`src/rtl/mem_port_arbiter_pkg.sv`:
```
// Shared types and helpers for the two-master memory port arbiter.
// Access-size codes mirror the FUNCT3_MEM_* encoding used by the core's load/store unit.
package mem_port_arbiter_pkg;

    typedef enum logic [1:0] {
        IDLE  = 2'd0,
        ISSUE = 2'd1,
        WAIT  = 2'd2
    } arb_state_t;

    localparam logic [2:0] FUNCT3_MEM_LB  = 3'b000;
    localparam logic [2:0] FUNCT3_MEM_LH  = 3'b001;
    localparam logic [2:0] FUNCT3_MEM_LW  = 3'b010;
    localparam logic [2:0] FUNCT3_MEM_LBU = 3'b100;
    localparam logic [2:0] FUNCT3_MEM_LHU = 3'b101;
    localparam logic [2:0] FUNCT3_MEM_SB  = 3'b000;
    localparam logic [2:0] FUNCT3_MEM_SH  = 3'b001;
    localparam logic [2:0] FUNCT3_MEM_SW  = 3'b010;

    // Winner of an arbitration round; only meaningful when at least one request is set.
    function automatic logic pick_grant(input logic req0, input logic req1,
                                        input logic last_grant, input bit round_robin);
        if (req0 && req1) begin
            return round_robin ? ~last_grant : 1'b0;
        end
        return req0 ? 1'b0 : 1'b1;
    endfunction

endpackage

```
`src/rtl/mem_port_arbiter_watchdog.sv`:
```
// Access watchdog: counts cycles while enabled and flags the last allowed cycle.
// Clear has priority over enable; the count saturates so it can never wrap.
module mem_arb_watchdog #(
    parameter int unsigned TIMEOUT_CYCLES = 1024
) (
    input  logic clk,
    input  logic reset,
    input  logic clr,
    input  logic en,
    output logic expired
);

    localparam int unsigned TimerW = (TIMEOUT_CYCLES > 2) ? $clog2(TIMEOUT_CYCLES) : 1;
    localparam logic [TimerW-1:0] LastCount = TimerW'(TIMEOUT_CYCLES - 1);

    logic [TimerW-1:0] timer_q, timer_d;

    always_comb begin
        timer_d = timer_q;
        if (!reset || clr) begin
            timer_d = '0;
        end else if (en && (timer_q != LastCount)) begin
            timer_d = timer_q + TimerW'(1);
        end
    end

    always_ff @(posedge clk) begin
        timer_q <= timer_d;
    end

    always_comb begin
        expired = (timer_q == LastCount);
    end

endmodule

```
`src/rtl/mem_port_arbiter.sv`:
```
// Two-master arbiter for the shared memory-subsystem port: one ce pulse per access, then wait
// for valid under a watchdog. Define ARB_ROUND_ROBIN_EN for round-robin; default is m0 priority.
module mem_port_arbiter
    import mem_port_arbiter_pkg::*;
#(
    parameter int unsigned TIMEOUT_CYCLES = 1024
) (
    input  logic        clk,
    input  logic        reset,

    input  logic        m0_req,
    input  logic [31:0] m0_addr,
    input  logic [31:0] m0_wdata,
    input  logic        m0_we,
    input  logic [2:0]  m0_funct3,
    output logic [31:0] m0_rdata,
    output logic        m0_valid,
    output logic        m0_err,
    output logic        m0_busy,

    input  logic        m1_req,
    input  logic [31:0] m1_addr,
    input  logic [31:0] m1_wdata,
    input  logic        m1_we,
    input  logic [2:0]  m1_funct3,
    output logic [31:0] m1_rdata,
    output logic        m1_valid,
    output logic        m1_err,
    output logic        m1_busy,

    output logic        mem_ce,
    output logic [31:0] mem_addr,
    output logic [31:0] mem_datain,
    output logic        mem_memwrite,
    output logic [2:0]  mem_funct3,
    input  logic [31:0] mem_dataout,
    input  logic        mem_busy,
    input  logic        mem_valid
);

`ifdef ARB_ROUND_ROBIN_EN
    localparam bit RoundRobin = 1'b1;
`else
    localparam bit RoundRobin = 1'b0;
`endif

    arb_state_t state_q, state_d;
    logic       grant_q, grant_d;
    logic       last_grant_q, last_grant_d;

    logic       running;
    logic       sel;
    logic       expired;
    logic       in_wait;
    logic       done;
    logic       timed_out;
    logic       wd_clr;
    logic       wd_en;

    mem_arb_watchdog #(
        .TIMEOUT_CYCLES(TIMEOUT_CYCLES)
    ) u_watchdog (
        .clk     (clk),
        .reset   (reset),
        .clr     (wd_clr),
        .en      (wd_en),
        .expired (expired)
    );

    // Timer is held at zero outside WAIT, so entering WAIT from ISSUE always starts at 0.
    always_comb begin
        wd_clr = (state_q != WAIT);
        wd_en  = (state_q == WAIT);
    end

    always_comb begin
        state_d      = state_q;
        grant_d      = grant_q;
        last_grant_d = last_grant_q;
        case (state_q)
            IDLE: begin
                if (m0_req || m1_req) begin
                    grant_d      = pick_grant(m0_req, m1_req, last_grant_q, RoundRobin);
                    last_grant_d = grant_d;
                    state_d      = ISSUE;
                end
            end
            ISSUE: begin
                state_d = WAIT;
            end
            WAIT: begin
                if (mem_valid || expired) begin
                    state_d = IDLE;
                end
            end
            default: begin
                state_d = IDLE;
            end
        endcase
        if (!reset) begin
            state_d      = IDLE;
            grant_d      = 1'b0;
            last_grant_d = 1'b1;
        end
    end

    always_ff @(posedge clk) begin
        state_q      <= state_d;
        grant_q      <= grant_d;
        last_grant_q <= last_grant_d;
    end

    // While reset is held every output is forced quiet, which also kills a late mem_valid.
    always_comb begin
        running   = reset;
        sel       = running & grant_q;
        in_wait   = running && (state_q == WAIT);
        done      = in_wait && (mem_valid || expired);
        timed_out = in_wait && !mem_valid && expired;
    end

    always_comb begin
        mem_addr     = sel ? m1_addr   : m0_addr;
        mem_datain   = sel ? m1_wdata  : m0_wdata;
        mem_funct3   = sel ? m1_funct3 : m0_funct3;
        mem_memwrite = running && (state_q != IDLE) && (sel ? m1_we : m0_we);
        mem_ce       = running && (state_q == ISSUE);
    end

    always_comb begin
        m0_valid = done && !grant_q;
        m1_valid = done && grant_q;
        m0_err   = timed_out && !grant_q;
        m1_err   = timed_out && grant_q;
        m0_rdata = (m0_valid && mem_valid) ? mem_dataout : 32'h0;
        m1_rdata = (m1_valid && mem_valid) ? mem_dataout : 32'h0;
    end

    always_comb begin
        m0_busy = running && (m0_req || (!grant_q && ((state_q != IDLE) || mem_busy)));
        m1_busy = running && (m1_req || (grant_q && ((state_q != IDLE) || mem_busy)));
    end

endmodule

```
`config.mk`:
```
export PLATFORM = sky130hd
export DESIGN_NAME = mem_port_arbiter
export DESIGN_NICKNAME = d
export VERILOG_FILES = /design/src/rtl/mem_port_arbiter_pkg.sv /design/src/rtl/mem_port_arbiter_watchdog.sv /design/src/rtl/mem_port_arbiter.sv
export SDC_FILE = /design/constraint.sdc
export NUM_CORES = 1
export LEC_CHECK = 0
export BUFFER_PORTS_ARGS = -buffer_cell sky130_fd_sc_hd__buf_2
export CORE_AREA = 3 3 121 123
export CTS_BUF_LIST = sky130_fd_sc_hd__clkbuf_16
export DETAILED_ROUTE_END_ITERATION = 12
export DIE_AREA = 0 0 124 126
export PLACE_DENSITY_LB_ADDON = 0.25
export SETUP_SLACK_MARGIN = 0.4
export SYNTH_ARGS = -nofsm -noshare
export SYNTH_HDL_FRONTEND = slang
export SYNTH_HIERARCHICAL = 1
export SYNTH_SLANG_ARGS = --single-unit
```
`constraint.sdc`:
```
create_clock -name clk -period 1.9 [get_ports clk]
set_clock_uncertainty 0.05 [all_clocks]
set_input_delay 0.095 -clock clk [delete_from_list [all_inputs] [get_ports clk]]
set_output_delay 0.095 -clock clk [all_outputs]
set_load 0.02 [all_outputs]
```
==> run_results.csv <==
group,metric,value,unit
outcome,outcome,"completed",
global_route,antenna_found_initial,0,
yosys,ys_top_cells_by_area,"mux2_4 (20%), mux2_2 (19%), and3_1 (19%)",
worst_setup_path,path_delay_family,"simple AND/OR/NAND/NOR gates",
power,comb_power_share,0.606,
final_layout,fillerInstances,1337,
power,vdd_drop_max,0.370,mV
clock_network,h-tree-depth,1,
yosys,synth_edf_count,0,
power,power_density,309,nW/um^2
yosys,ys_ff_latch,13,
timing,hold_viol,0,
worst_setup_path,cp_slowest_cell,"dfxtp_4",
clock_network,cts_sinks,13,
worst_setup_path,worstPathMaxFanout,3,
place,gp_congestion,0.783,
power,internal-power,0.00112,W
yosys,synth_top_area_frac,0.198,
power,p_leak,2.83,nW
timing,finalSetupViolations,0,
floorplan,rows,43,
worst_setup_path,critPathKind,"flop to primary output",
yosys,yosysMostFrequentCell,"and3_1",
timing,rsz0062_at_grt,"true",
worst_setup_path,path_buf_inv,1,
clock_network,clockRootBuffer,"clkbuf_16",
yosys,synth_flop_cell,"dfxtp_1",
yosys,syn_avg_cell_area,9.05,sq um
worst_setup_path,end_kind,"primary output",
detailed_routing,drt_iter0_markers,138,
clock_network,clk_pin_slew_worst_paths,0.04,ns
detailed_routing,wl_per_cell,17.0,microns
power,clkPwrFrac,0.231,
global_route,grt_usage,0.149,
detailed_routing,firstDrtPassIters,4,
timing,finalWorstPathRequiredPeriod,1.80,ns
detailed_routing,via_count,3394,
min_path,min_to,"state_q[0]$_SDFFE_PN0P_",
detailed_routing,drc,0,
floorplan,fp.dieW,124,microns
floorplan,ioPinCount,313,
worst_setup_path,crit_arrival,1.65,ns
timing,period_share,0.947,
yosys,ys_seq_area_frac,0.115,
detailed_routing,detail-route-antenna-nets,0,
final_layout,drive_gt1_frac,0.895,
timing,worst_pin_slew,0.391,ns
timing,max_freq,0.556,GHz
min_path,hold_path.startpoint,"m1_req",
floorplan,start_util,0.165,
yosys,synthArstFlopShare,0,
worst_setup_path,r2r_setup_slack,0.25,ns
yosys,syn-instance-count,251,
worst_setup_path,path_cells,"ha_4 > and4_4 > and3_4 > nand4bb_4 > nor3b_4 > buf_6",
worst_setup_path,r2r_end,"state_q[1]$_SDFFE_PN0P_",
detailed_routing,wl,13100,microns
flow_run,cap_violations,0,
timing,tns,0,ns
worst_setup_path,start_kind,"flop",
place,postPlaceCellArea,4050,sq um
final_layout,fin_nets,767,
timing,relSlewSlack,0.739,
floorplan,core-area,13800,sq um
yosys,synth_cell_types,43,
yosys,synth_nets,426,
power,p_sw_frac,0.354,
global_route,grt_pass1_wl,18600,microns
final_layout,finish.instance_area,5610,sq um
final_layout,antenna_cells,0,
power,netSwitchingPower,0.000614,W
power,seqPwrFrac,0.163,
global_route,grt_max_degree,17,
final_layout,syn_to_final_growth,147,%
global_route,grt_pass1_vias,3429,
clock_network,cts_tree,"yes",
worst_setup_path,ff2ff_path_depth,7,
yosys,syn-cell-area,2270,sq um
clock_network,cts_buffer_depth,2,
yosys,yosysTopAreaCell,"mux2_4",
min_path,whs_path_depth,3,
clock_network,numCtsBuffers,3,
yosys,synth_common_cells,"and3_1 (68), mux2_2 (38), mux2_4 (30)",
worst_setup_path,reg2reg_from,"u_watchdog/timer_q[0]$_SDFFE_PP0P_",
yosys,yosysWarnings,6,
final_layout,multi_input_area,2270,sq um
worst_setup_path,required,1.75,ns
global_route,overflow,0,
timing,drv_slew,0,
floorplan,dieArea,15600,sq um
detailed_routing,via_per_inst,4.40,
floorplan,die_h,126,microns
place,port-buffer-count,312,
clock_network,clock_latency,0.25,ns
place,post-dp-hpwl,9240,microns
worst_setup_path,slowest_delay,0.35,ns
min_path,hold_class,"input port to flop",
final_layout,regArea,279,sq um
[flip-flops by register name, indices dropped and copies added, names as in the netlist]
name                flops
grant_q                 1
state_q                 2
u_watchdog/timer_q     10
[per-layer routing]
layer	GRT usage	vias up	wire length (microns)	share of wire
li1	-	1637	-	-
met1	0.177	1596	4910	0.37
met2	0.280	138	7070	0.54
met3	0.0207	23	875	0.067
met4	0.0322	0	261	0.020
met5	0	-	0	0
[worst max path at each step]
| stage | to | start | slack (ns) | depth (start not counted) |
|---|---|---|---|---|
| after floorplan | m0_err | u_watchdog/timer_q[1]$_SDFFE_PP0P_ | 0.39 | 5 |
| after global placement | m0_err | u_watchdog/timer_q[1]$_SDFFE_PP0P_ | 0.28 | 6 |
| after detailed placement | m0_err | u_watchdog/timer_q[1]$_SDFFE_PP0P_ | 0.23 | 6 |
| after CTS | m0_err | u_watchdog/timer_q[0]$_SDFFE_PP0P_ | 0.07 | 6 |
| after global routing | m0_err | u_watchdog/timer_q[1]$_SDFFE_PP0P_ | 0.04 | 6 |
| final | m0_err | u_watchdog/timer_q[1]$_SDFFE_PP0P_ | 0.10 | 6 |
[cell usage in the layout, fill, tap and decap left out, types with 3 or more instances in the layout]
cell,n
a21oi_1,3
and3_1,3
and3_4,65
and4_4,3
buf_12,9
buf_16,8
buf_2,241
buf_4,19
buf_6,79
buf_8,3
clkbuf_16,3
dfxtp_1,6
dfxtp_2,3
dfxtp_4,4
inv_1,4
mux2_2,38
mux2_4,30
mux2i_1,5
nand2_1,9
nand2b_1,7
nand3_1,3
nand4_1,3
nor2b_4,3
[repair_timing]
action                     CTS  global route
resized for setup          235            17
hold buffers                 0             0
setup endpoints to repair  133           148
gates cloned                11             1
pin swaps                   68             8
setup buffers               24             2
[power groups by stage]
stage	sequential (W)	clock (W)	combinational, W
floorplan	0.000288	0	0.000472
global placement	0.000294	0	0.000792
detailed placement	0.000293	0	0.000799
CTS	0.000283	0.000404	0.00103
global route	0.000284	0.000416	0.00111
finish	0.000283	0.000400	0.00105
[logic make-up (layout without fill, tap and decap cells)]
logic type,count (synthesis),in the layout,share of synthesized area
AND/OR/NAND/NOR,118,119,0.328
multiplexers,73,73,0.409
AO/OA/AOI/OAI,17,17,0.0578
adder cells (fa/ha/maj),1,1,0.00551
buffers and inverters,29,368,0.0853
flip-flops,13,13,0.115
[worst register-to-register path: cells and delay by family (launching register included)]
family                     cells  cell delay (ns)
AOI/OAI and AO/OA              1             0.15
adders and majority gates      1             0.16
buffers and inverters          2             0.24
DFF                            1             0.35
and+or+nand+nor                3             0.66
[stage by stage]
stage | hold WS, ns | total power, W | util | cells | setup slack (ns)
4_1_cts | 0.116 | 0.00172 | 0.401 | 768 | 0.0740
6_report | 0.117 | 0.00173 | 0.407 | 771 | 0.101
3_5_place_dp | 0.368 | 0.00109 | 0.294 | 729 | 0.230
3_3_place_gp | 0.354 | 0.00109 | 0.294 | 729 | 0.278
2_1_floorplan | 0.197 | 0.000761 | - | 251 | 0.394
5_1_grt | 0.186 | 0.00181 | 0.407 | 771 | 0.0436
[cell type report]
| cell class | count | share of cell area |
|---|---|---|
| flip-flops and latches | 13 | 0.0497 |
| inverters | 3 | 0.00201 |
| repair buffers | 361 | 0.490 |
| well taps | 180 | 0.0401 |
| clock inverters | 1 | 0.000669 |
| clock buffers | 3 | 0.0134 |
| multi-input cells | 210 | 0.404 |
No activity file was read; power rests on OpenSTA's default activity.
